[config.mk]
export PLATFORM = sky130hd
export DESIGN_NAME = instr_selftest
export DESIGN_NICKNAME = d
export VERILOG_FILES = /design/src/rtl/instr_selftest.sv
export SDC_FILE = /design/constraint.sdc
export NUM_CORES = 1
export LEC_CHECK = 0
export CAP_MARGIN = 30
export CELL_PAD_IN_SITES_DETAIL_PLACEMENT = 0
export CELL_PAD_IN_SITES_GLOBAL_PLACEMENT = 1
export CORE_ASPECT_RATIO = 0.6
export CORE_MARGIN = 5
export CORE_UTILIZATION = 40
export CTS_BUF_LIST = sky130_fd_sc_hd__clkbuf_8 sky130_fd_sc_hd__clkbuf_16
export DETAILED_ROUTE_END_ITERATION = 6
export PLACE_DENSITY_LB_ADDON = 0.12
export RECOVER_POWER = 50
export SYNTH_ARGS = -nofsm -noshare
export SYNTH_HDL_FRONTEND = slang
export SYNTH_SLANG_ARGS = --single-unit
[constraint.sdc]
create_clock -name clk -period 3.52 [get_ports clk]
set_input_delay 0.528 -clock clk [delete_from_list [all_inputs] [get_ports clk]]
set_output_delay 0.528 -clock clk [all_outputs]
set_load 0.02 [all_outputs]
[src/rtl/instr_selftest.sv]
// Post-reset register self-test: pulses a reset to the core under test, waits
// for it to settle, then reads a fixed list of registers over the debug port
// and compares each against its expected value.
module instr_selftest #(
  parameter int                          XLEN         = 32,
  parameter int                          REG_AW       = 5,
  parameter int                          NUM_CHECKS   = 4,
  parameter int                          RST_CYCLES   = 1,
  parameter int                          WAIT_CYCLES  = 7,
  parameter logic [NUM_CHECKS*REG_AW-1:0] CHECK_ADDRS  = '0,
  parameter logic [NUM_CHECKS*XLEN-1:0]   CHECK_VALUES = '0,
  parameter bit                          STOP_ON_FAIL = 1'b0
) (
  input  logic              clk,
  input  logic              reset,
  input  logic              start,
  output logic              dut_reset,
  output logic              dbg_re,
  output logic [REG_AW-1:0] dbg_addr,
  input  logic [XLEN-1:0]   dbg_rdata,
  output logic              busy,
  output logic              done,
  output logic              pass,
  output logic [4:0]        fail_count,
  output logic [3:0]        first_fail_idx,
  output logic [XLEN-1:0]   first_fail_data
);

  localparam int CW = 16;
  localparam logic [CW-1:0] RST_LAST  = CW'(RST_CYCLES - 1);
  localparam logic [CW-1:0] WAIT_LAST = CW'((WAIT_CYCLES == 0) ? 0 : WAIT_CYCLES - 1);
  localparam logic [3:0]    IDX_LAST  = 4'(NUM_CHECKS - 1);

  typedef enum logic [2:0] {IDLE, RST_DUT, WAIT, READ, CMP, DONE} state_t;

  state_t          state, state_n;
  logic [CW-1:0]   cnt, cnt_n;
  logic [3:0]      idx, idx_n;
  logic            accept, mismatch;
  logic [XLEN-1:0] exp_val;

  assign accept    = start && (state == IDLE || state == DONE);
  assign exp_val   = CHECK_VALUES[idx*XLEN +: XLEN];
  assign mismatch  = (dbg_rdata != exp_val);
  assign dut_reset = (state == RST_DUT) || reset;

  // State, phase counter and check index registers
  always_ff @(posedge clk or posedge reset) begin
    if (reset) begin
      state <= IDLE;
      cnt   <= '0;
      idx   <= '0;
    end else begin
      state <= state_n;
      cnt   <= cnt_n;
      idx   <= idx_n;
    end
  end

  // Next-state: reset pulse, settle wait, then READ/CMP pairs per check
  always_comb begin
    state_n = state;
    cnt_n   = cnt;
    idx_n   = idx;
    case (state)
      IDLE, DONE: if (start) begin
        state_n = RST_DUT;
        cnt_n   = '0;
        idx_n   = '0;
      end
      RST_DUT: if (cnt == RST_LAST) begin
        cnt_n   = '0;
        state_n = (WAIT_CYCLES == 0) ? READ : WAIT;
      end else begin
        cnt_n = cnt + 1'b1;
      end
      WAIT: if (cnt == WAIT_LAST) begin
        cnt_n   = '0;
        state_n = READ;
      end else begin
        cnt_n = cnt + 1'b1;
      end
      READ: state_n = CMP;
      CMP: if (idx == IDX_LAST || (STOP_ON_FAIL && mismatch)) begin
        state_n = DONE;
      end else begin
        idx_n   = idx + 1'b1;
        state_n = READ;
      end
      default: state_n = IDLE;
    endcase
  end

  // Registered outputs: strobes follow the next state so they line up with it
  always_ff @(posedge clk or posedge reset) begin
    if (reset) begin
      busy            <= 1'b0;
      done            <= 1'b0;
      pass            <= 1'b0;
      dbg_re          <= 1'b0;
      dbg_addr        <= '0;
      fail_count      <= '0;
      first_fail_idx  <= '0;
      first_fail_data <= '0;
    end else begin
      busy     <= (state_n == RST_DUT) || (state_n == WAIT) ||
                  (state_n == READ)    || (state_n == CMP);
      dbg_re   <= (state_n == READ);
      dbg_addr <= (state_n == READ) ? CHECK_ADDRS[idx_n*REG_AW +: REG_AW] : '0;
      if (accept) begin
        done            <= 1'b0;
        pass            <= 1'b0;
        fail_count      <= '0;
        first_fail_idx  <= '0;
        first_fail_data <= '0;
      end else begin
        if (state == CMP && mismatch) begin
          if (fail_count != 5'd31) fail_count <= fail_count + 5'd1;
          if (fail_count == 5'd0) begin
            first_fail_idx  <= idx;
            first_fail_data <= dbg_rdata;
          end
        end
        if (state == DONE) begin
          done <= 1'b1;
          pass <= (fail_count == 5'd0);
        end
      end
    end
  end

endmodule

Yosys cells after proc, flatten, opt, wreduce, memory -nomap -nowiden
Index checks and enable logic that the tools add are counted.

Output and inout port bits: 51. Bits in registers: 73. Bits of input ports: 35.

Reductions and logical operators: 19. Multipliers: 1. Shift-type cells: 2. Equality and inequality tests: 14. $add $sub $neg: 3. Multiplexer cells: 26.

Operator list (number): $shiftx A128 B10 Y32 const A (1); $mux W32 (3); $mux W16 (3); $pmux W16 S3 (1); $ne A32 B32 Y1 (1); $mux W4 (5); $mux W5 (4); $shiftx A20 B8 Y5 const A (1); $add A16 B1 Y16 const B (1); $eq A16 B3 Y1 const B (1); $logic_not A16 Y1 (1); $pmux W3 S5 (1); $eq A3 B2 Y1 const B (4); $mux W3 (4); $eq A3 B3 Y1 const B (3); $pmux W4 S2 (1); $reduce_bool A2 Y1 (4); $mul A4 B3 Y7 const B (1); $eq A3 B1 Y1 const B (2); $reduce_and A2 Y1 (3); $add A5 B1 Y5 const B (1); $logic_not A5 Y1 (1); $logic_or A1 B1 Y1 (5); $ne A5 B5 Y1 const B (1); 8 further kinds (12).

Longest topological paths before layout
Gate-level depths: netlist (run 1).

Word-level depth: 7. Depth in mapped cells: 8. Mapped depth without buffers: 7.

Worst setup path after synthesis (run 1)
Ideal clock, no wire load.

Path kind: input to output. From: input port reset. To: output port dut_reset. Path buffers: 0. Arrival time: 2.668 ns. Data required time: 2.992 ns. Path slack: 0.324 ns. Stages: 2. Path through: inv_1 > o21ai_0.

Cells in the longest elaborated chain, start to end: 1.

RTL lines: start, declared (line 15) `input logic reset,`; $logic_or A1 B1 Y1 (line 45) `assign dut_reset = (state == RST_DUT) || reset;`; end, declared (line 17) `output logic dut_reset,`.

No other way between the ends.

Worst setup path in the final report (run 1)
From: register state[0]. To: output port dut_reset.

Cells in the longest elaborated chain, start to end: 2.

RTL lines: start, declared (line 36) `state_t state, state_n;`; start signal, assigned (line 54) `state <= state_n;`; $eq A3 B1 Y1 (line 45); $logic_or A1 B1 Y1 (line 45).

No other way between the ends.

==> results of run 1 <==
worst max-delay path by stage:
stage,startpoint,end,slack [ps],depth (start not counted)
after floorplan,reset,dut_reset,320,2
after global placement,dbg_rdata[5],first_fail_data[11],830,7
after detailed placement,dbg_rdata[5],first_fail_data[23],790,7
after CTS,state[0],dut_reset,840,3
after global routing,state[0],dut_reset,770,3
final,state[0],dut_reset,920,3
flip-flops by register name, summed over array words and instances (netlist names), 3 cells and up:
register and flops:
state 3, cnt 16, idx 4, fail_count 5
first_fail_idx 4, first_fail_data 32
power groups by stage:
stage               Sequential [µW]  Combinational [µW]  Clock (µW)
floorplan                      1420                 652           0
finish                         1220                1430         860
global route                   1250                1550         915
CTS                            1220                1490         883
global placement               1230                1460           0
detailed placement             1230                1490           0
synthesized netlist by cell type, types with 3 or more instances:
cell / instances / area [µm²]
nand2_1: 13 / 48.80
buf_2: 7 / 35.03
nand4_1: 7 / 43.79
inv_1: 50 / 187.7
nor3_1: 11 / 55.05
o211ai_1: 3 / 22.52
clkbuf_1: 5 / 18.77
o21ai_1: 30 / 150.1
xnor2_1: 16 / 140.1
dfrtp_1: 68 / 1702
buf_4: 7 / 52.55
o21ai_0: 16 / 80.08
a22o_1: 3 / 26.28
nand2b_1: 7 / 43.79
nor4_1: 10 / 62.56
nor2_1: 18 / 67.56
nand3_1: 41 / 205.2
a21oi_1: 4 / 20.02
ha_1: 7 / 87.58
metal layers:
| metal | wire length, µm | vias to the layer above | GRT usage (%) |
|---|---|---|---|
| li1 | - | 1404 | - |
| met1 | 4575 | 1322 | 26.48 |
| met3 | 485 | 5 | 4.808 |
| met5 | 0 | - | 0 |
| met2 | 3586 | 76 | 21.95 |
| met4 | 63 | 0 | 5.290 |
logic make-up (layout without fill, tap and decap cells):
group                      after synthesis  count (layout)  share of synthesized area, %
AOI/OAI and AO/OA                       71              71                         12.92
xor gates and xnor gates                16              16                         4.086
adders and majority gates                7               7                         2.554
buffers and inverters                   71             150                         8.792
DFF                                     68              68                         49.62
muxes                                    3               3                        0.9121
other                                    1               5                        0.1093
and+or+nand+nor                        127             127                         21.01
through the flow:
stage / std cells / instance area (µm²)
after floorplan: 368 / 3445
after global placement: 544 / 4318
after detailed placement: 544 / 4318
after CTS: 559 / 4607
after global routing: 559 / 4592
final: 559 / 4592
worst max-delay path, stage by stage, from the launching register on:
cell and delay, ps:
dfrtp_1 720, nand2b_1 170, o21ai_0 210, clkdlybuf4s50_1 650
area by class of cell:
type	instances	area [µm²]
clock inverters	2	8.758
repair buffers	85	835.8
inverters	50	187.7
flip-flops and latches	68	1702
multi-input cells	229	1438
clock buffers	13	280.3
fillers	740	3834
well taps	112	140.1
==> key figures, run 1 <==
Timing
  – Worst Max-Slew Pin Slew: 1710 ps
  – Fin worst setup slack: 917.5 ps
  – Final setup violation count: 0
  – Min Clock Period, post-route: 2602 ps
  – Hold Worst Slack: 492.1 ps
  – Rel. slew slack: -13.99%
  – Unrepaired setup endpoints after global routing: false
  – Endpoints failing hold: 0
  – Clock Skew: 4.420 ps
  – Pins Over Slew Limit: 69
  – Final worst-path cycle share: 73.93%
  – Setup TNS: 0 ps
  – Fmax: 384.2 MHz

Global routing
  – GRT Overall Usage: 16.89%
  – Global-route wire length before repair: 13.70 mm
  – Largest net degree at the start of global routing: 69
  – Initial antenna violation count: 0
  – Vias in the first global route: 2,587
  – GRT overflow: 0

CTS
  – Cts bufs inserted: 9
  – H-tree levels: 3
  – Post-cts resize count: 0
  – Clk root buf: clkbuf_16
  – TritonCTS clock tree: yes
  – # clock sinks: 68
  – Hold-fix buffer count after cts: 0
  – Insertion delay to the later sink of the worst-skew pair: 320 ps
  – Reg clk slew, reported paths: 50 ps
  – Clk buf depth: 2
  – Number of post-CTS setup repair buffers: 0

Power
  – Tot Pwr: 3510 µW
  – Cell internal pwr: 2190 µW
  – Switching share of power: 37.61%
  – Sw Pwr: 1320 µW
  – Clock power frac: 24.5%
  – Sequential share of power: 34.6%
  – Combinational share of power: 40.9%
  – Maximum vdd drop: 0.0004385 V
  – P_leak: 0.002072 µW
  – Pwr/cell area: 764.4 mW/mm²

Job
  – Number of max-cap violations: 1

Placed design
  – PortBufs: 80
  – Hpwl dp: 6.197 mm
  – Routability cong.: 0.8403
  – Pre-CTS WS: 792.7 ps

Setup path
  – R2R Path End: first_fail_data[19]
  – Worst R2R Start: fail_count[0]
  – Crit. End Element: primary output
  – CP Launch Type: register
  – Critical path type: reg2out
  – Worst r2r path cells: 7
  – CP max FO: 19
  – Worst reg-to-reg setup slack: 1280 ps
  – Worst path arrival time: 2070 ps
  – CP Data Required Time: 2990 ps

Route
  – Routed Antenna Nets: 0
  – DRC viols: 0
  – Via Count: 2,807
  – Drt first-iter violations: 188
  – Drt total wl: 8.710 mm
  – Vias/cell: 5.021
  – Mean routed wirelength per cell: 15.58 µm
  – Drt first pass iters: 4

Final layout
  – Final nets: 485
  – Ant. Diodes: 0
  – Fin util: 54.50%
  – Synth-to-Final Area Change: 33.89%
  – Layout cells sized above 1: 6.711%
  – Most frequent cells in the layout: dfrtp_1, clkdlybuf4s50_1, inv_1
  – Commonest non-fill, non-tap cell in the layout: dfrtp_1

Synthesis
  – Yosys reg bits: 68
  – Yosys cell types: 50
  – Cell area after synthesis: 0.003430 mm²
  – Dominant synthesized flop cell: dfrtp_1
  – Seq/Total Area, Yosys: 49.62%
  – EDFF count, synth: 0
  – Post-synthesis cell count: 364
  – Avg Cell Area, Syn: 9.422 µm²
  – Post-synth ARST share: 100.0%
  – Ys Warns: 0

Floorplan
  – Starting density of the core: 40.70%
  – Core area: 0.008426 mm²
  – Standard-cell rows: 26
  – Die ar.: 0.01059 mm²
  – Die H: 81.73 µm
  – Die width: 129.5 µm
  – I/O pin count: 86

Hold path
  – Hold path cells: 2
  – Hold worst-path end: first_fail_data[18]
  – Hold path start: first_fail_data[18]
  – Min-delay worst type: reg2reg

Outcome
  – Status: complete, but fails checks
  – Failing checks: capacitance limit, slew limit
Power figures use the tool's default switching activity.
==> run 2: changes to the inputs <==
--- a/config.mk
+++ b/config.mk
@@ -10,7 +10,7 @@
 export CELL_PAD_IN_SITES_GLOBAL_PLACEMENT = 1
 export CORE_ASPECT_RATIO = 0.6
 export CORE_MARGIN = 5
-export CORE_UTILIZATION = 40
+export CORE_UTILIZATION = 33
 export CTS_BUF_LIST = sky130_fd_sc_hd__clkbuf_8 sky130_fd_sc_hd__clkbuf_16
 export DETAILED_ROUTE_END_ITERATION = 6
 export PLACE_DENSITY_LB_ADDON = 0.12
==> constraint.sdc (replaced) <==
create_clock -name clk -period 2.3 [get_ports clk]
set_input_delay 0.345 -clock clk [delete_from_list [all_inputs] [get_ports clk]]
set_output_delay 0.345 -clock clk [all_outputs]
set_load 0.02 [all_outputs]
==> run 2 against run 1 <==
  * The run now ends clean
  * First-iteration DRC count fell by 13%
  * Clock-buffer cell count fell by 3
  * Via count up 1.9%
  * Clock power is 72% higher
  * Cell count is 5.7% higher
  * Sequential power rose by 49%
  * Setup slack worse by 700 ps
  * Register-to-register slack got worse by 1000 ps
  * Hold slack better by 2.6 ps
==> key figures, run 2 (synthesis gave the netlist of run 1 again) <==
Floorplan
  – Die width: 141.6 µm
  – Die H: 88.97 µm
  – I/O pin count: 86
  – Core area: 0.009985 mm²
  – Standard-cell rows: 28
  – Starting density of the core: 34.35%
  – Die ar.: 0.01260 mm²

Final layout
  – Final Non-Filler Cells: 591
  – Ant. Diodes: 0
  – Fin util: 47.62%
  – Synth-to-Final Area Change: 38.64%
  – Layout cells sized above 1: 8.991%
  – Final nets: 493
  – Reg with most FFs: first_fail_data
  – Area of the multi-input gates: 0.001448 mm²
  – Commonest non-fill, non-tap cell in the layout: dfrtp_1
  – Max reg flops: 32
  – FILL cells: 936
  – Top Registers: first_fail_data (32), cnt (16), fail_count (5)
  – Sequential cell area: 0.001702 mm²
  – Most frequent cells in the layout: dfrtp_1, clkdlybuf4s50_1, inv_1

Global routing
  – Initial antenna violation count: 0
  – Vias in the first global route: 2,786
  – GRT overflow: 0
  – Largest net degree at the start of global routing: 69
  – Global-route wire length before repair: 14.90 mm
  – GRT Overall Usage: 15.21%

Route
  – Drt total wl: 9.051 mm
  – Drt first pass iters: 4
  – Met2 WL: 3.592 mm
  – DRC viols: 0
  – Met1 WL: 4.779 mm
  – Vias/cell: 4.838
  – Drt first-iter violations: 163
  – Routed Antenna Nets: 0
  – Mean routed wirelength per cell: 15.31 µm
  – DR top layer: met4
  – Routed wl met3: 574 µm
  – Via Count: 2,859

Hold path
  – Min-delay worst type: reg2reg
  – Hold path start: first_fail_idx[1]

CTS
  – Clk buf depth: 2
  – Number of post-CTS setup repair buffers: 0
  – Clk root buf: clkbuf_16
  – Reg clk slew, reported paths: 50 ps
  – Cts bufs inserted: 9
  – Insertion delay to the later sink of the worst-skew pair: 330 ps
  – # clock sinks: 68
  – TritonCTS clock tree: yes
  – Hold-fix buffer count after cts: 0
  – H-tree levels: 3

Power
  – Pwr/cell area: 1187 mW/mm²
  – Maximum vdd drop: 0.0005300 V
  – P_leak: 0.002152 µW

Timing
  – Fin worst setup slack: 218.5 ps
  – Clock Skew: 7.566 ps
  – Unrepaired setup endpoints after global routing: false
  – Min Clock Period, post-route: 2081 ps
  – Pins Over Slew Limit: 0
  – Final worst-path cycle share: 90.50%
  – Fmax: 480.4 MHz
  – Final setup violation count: 0
  – Worst Max-Slew Pin Slew: 958.1 ps
  – Rel. slew slack: 36.12%
  – Endpoints failing hold: 0

Setup path
  – Critical path type: in2reg
  – CP Launch Type: input pin
  – Worst R2R Start: cnt[0]
  – Crit. End Element: register
  – Worst path arrival time: 2340 ps
  – CP max FO: 40
  – Worst Setup SP: dbg_rdata[18]
  – CP Data Required Time: 2560 ps

Placed design
  – Pre-CTS WS: -102.3 ps
  – Hpwl dp: 6.415 mm
  – Routability cong.: 0.7440
  – PortBufs: 80
  – Post-Place Cells: 575

Job
  – Number of max-cap violations: 0

Outcome
  – Status: finished clean
[run 2: cell count changes in the layout (fill, tap and decap cells not counted), sizes merged, moves of 2 or more]
cell           previous run  this run
dlygate4sd3              16        19
clkdlybuf4s50            64        60
clkbuf                   14        11
buf                       4        12
bufinv                    0         2
clkinvlp                  0         2
[run 2: power by group]
part	leakage (µW)	switching, µW	internal [µW]
Clock	0.000161	513	968
Sequential	0.000928	261	1560
Combinational	0.00106	1300	1040
Total	0.00215	2080	3570
[run 2: worst max-delay path: stages]
cell and delay [ps]:
clkdlybuf4s50_1 430, nor4_1 530, nand4_1 280, o211ai_4 310, buf_12 240, nand3_1 100
o21ai_1 90
[run 2: what timing repair did]
item / CTS / global route
endpoints found under the setup margin: 0 / 1
resized for setup: 0 / 1
endpoints found under the hold margin: 0 / 0
[run 2: worst paths after layout]
check                                      to  slack, ps  cells after the start
setup / recovery           first_fail_data[4]        220                      7
hold / removal              first_fail_idx[1]        490                      2
setup reg to reg                         busy        240                      7
hold reg to reg             first_fail_idx[1]        490                      2
max in group asynchronous              cnt[5]        830                      3
min in group asynchronous            state[0]        850                      3
[run 2: layout make-up]
cell class,count,share of cell area [%]
flip-flops and latches,68,35.79
multi-input cells,229,30.45
repair buffers,93,19.47
clock buffers,10,5.026
inverters,50,4.026
well taps,135,3.553
clock inverters,6,1.684
[run 2: through the flow]
step	power [µW]	area (µm²)	hold slack [ps]	TNS [ps]
floorplan	3166	3448	477.9	0
global placement	4253	4436	488.5	-1891
detailed placement	4259	4436	496.9	-2319
CTS	5783	4755	509.0	0
global route	6031	4755	514.1	0
finish	5646	4755	494.8	0
[run 2: per-layer routing]
layer | GRT usage, % | vias to the layer above
met4 | 4.181 | 0
met1 | 22.42 | 1347
met3 | 5.398 | 12
met2 | 21.02 | 69
met5 | 0 | -
li1 | - | 1431
==> variant, RTL diff (config.mk and constraints of run 2) <==
Change the parameter `REG_AW` from 5 to 7.
--- a/src/rtl/instr_selftest.sv
+++ b/src/rtl/instr_selftest.sv
@@ -3,7 +3,7 @@
 // and compares each against its expected value.
 module instr_selftest #(
   parameter int                          XLEN         = 32,
-  parameter int                          REG_AW       = 5,
+  parameter int                          REG_AW       = 7,
   parameter int                          NUM_CHECKS   = 4,
   parameter int                          RST_CYCLES   = 1,
   parameter int                          WAIT_CYCLES  = 7,
Interface: changed (resized dbg_addr); port bits go from 86 to 88. No check against the original RTL was run, so the function may have changed too.
==> variant against run 2 <==
Clock skew hardly changed; sequential cell count did not move; final area decreased by 2.3%; fmax up 1.7%; synthesized cell count up 2.7%; core utilization fell by 0.77 points; count of clock-buffer cells in the layout shrank 1; setup slack improved by 35 ps; wire length is 1.4% higher; power is 4.4% lower; worst hold slack better by 13 ps; synthesized area is 1.8% lower; critical path depth decreased by 1; highest routed layer unchanged.
==> variant: results (changes against run 2) <==
Synth Area in Compound Gates=15.2% (+2.2 points); clock tree buffer depth=2 (unchanged); leakage power=2.01 nW (-6.6%); Worst-Margin Slew=864 ps (-93.9 ps); Yosys cell types=49 (-2.0%); global-route wire length before repair=14700 um (-1.4%); final wirelength=9180 um (+1.4%); Crit Path Max Fanout=10 (-75%); DRT Pass-1 Iters=4 (unchanged); GRT Overall Usage=15.0% (-0.19 points); Post-Syn Instances=374 (+2.7%); post-place setup slack=36.2 ps (+139 ps); YS warnings=0 (unchanged); clock skew=7.44 ps (-0.126 ps); Final period util=89.0% (-1.5 points); dpl hpwl=6750 um (+5.1%); synth top area cells=dfrtp_1 (51%), nand2_1 (9.6%), o21ai_0 (6.1%); register area share after synthesis=50.5% (+0.88 points); vias in the first global route=2721 (-2.3%); number of buffers created by CTS=9 (unchanged); run status=complete, no violations; share of cells above drive strength 1=7.99% (-1.0 points); biggest regs=first_fail_data: 32 flops, cnt: 16 flops, fail_count: 5 flops; Placed Cells=582 (+1.2%); gpl congestion=0.773 (+3.9%); IO Port Bufs=80 (unchanged); largest net degree at the start of global routing=51 (-26%); Combinational Power=2.30 mW (-2%); Critical Path AT=2250 ps (-90 ps); HP Class=reg2reg; Peak VDD IR=0.000524 V (-1.1%); Antenna diodes=0 (unchanged); Fillers=959 (+2.5%); most instantiated cells after synthesis=nand2_1 (86), dfrtp_1 (68), o21ai_0 (41); Clk. pwr=1.32 mW (-11%); Avg Vias per Cell=4.76 (-1.6%); nets@finish=500 (+1.4%); Starting DRT DRC Count=177 (+8.6%); post-synthesis mux area share=0% (-0.91 points); Clock Latency Late Sink=320 ps; adder and majority gate portion of the synthesized area=2.60% (+0.046 points); via count=2848 (-0.38%); Switch Pwr=2.05 mW (-1.2%); initial antenna violation count=0 (unchanged); Post-Synth XOR/XNOR Area=2.60% (-1.5 points)
-- variant: routing by layer --
layer | vias to the layer above | wire length [um] | GRT usage (%)
li1 | 1440 | - | -
met5 | - | 0 | 0
met4 | 0 | 42 | 3.69
met2 | 81 | 3590 | 19.5
met1 | 1321 | 4830 | 23.2
met3 | 6 | 715 | 5.51
-- variant: kinds of logic after synthesis --
kind of cell,count (synthesis)
AOI/OAI and AO/OA,81
xor gates and xnor gates,10
DFF,68
buffers and inverters,39
adders and majority gates,7
other,1
and+or+nand+nor,168
-- variant: path summary, 6_finish.rpt --
| kind | startpoint | to | cells past startpoint |
|---|---|---|---|
| min in group asynchronous | reset | first_fail_data[2] | 3 |
| setup / recovery | cnt[3] | cnt[3] | 6 |
| hold reg to reg | done | done | 2 |
| max in group asynchronous | reset | first_fail_data[1] | 4 |
| setup reg to reg | cnt[3] | cnt[3] | 6 |
| hold / removal | done | done | 2 |
-- variant: per-stage QoR --
step                hold WS [ps]  instance area [um^2]  total power, mW
finish                       508                  4640             5.40
global route                 540                  4640             5.78
CTS                          521                  4650             5.54
detailed placement           503                  4370             4.18
floorplan                    453                  3400             3.06
global placement             497                  4370             4.18
-- variant: repair_timing --
action	4_1_cts	5_1_grt
gates resized for setup	1	0
hold buffers	0	0
endpoints found under the setup margin	1	0
hold endpoints to repair	0	0
-- variant: final cells by class --
class | count | share of cell area, %
sequential | 68 | 36.6
timing repair buffer | 93 | 20.1
clock buffer | 9 | 4.85
inverter | 13 | 1.08
tap | 135 | 3.64
multi-input combinational | 273 | 32.4
clock inverter | 7 | 1.29
-- variant: critical path, stage by stage, from the launching register on --
cell	delay (ps)
dfrtp_1	420
nor4_1	450
nand4_1	260
or3_1	440
o21ai_2	90
buf_4	200
nor2_1	70
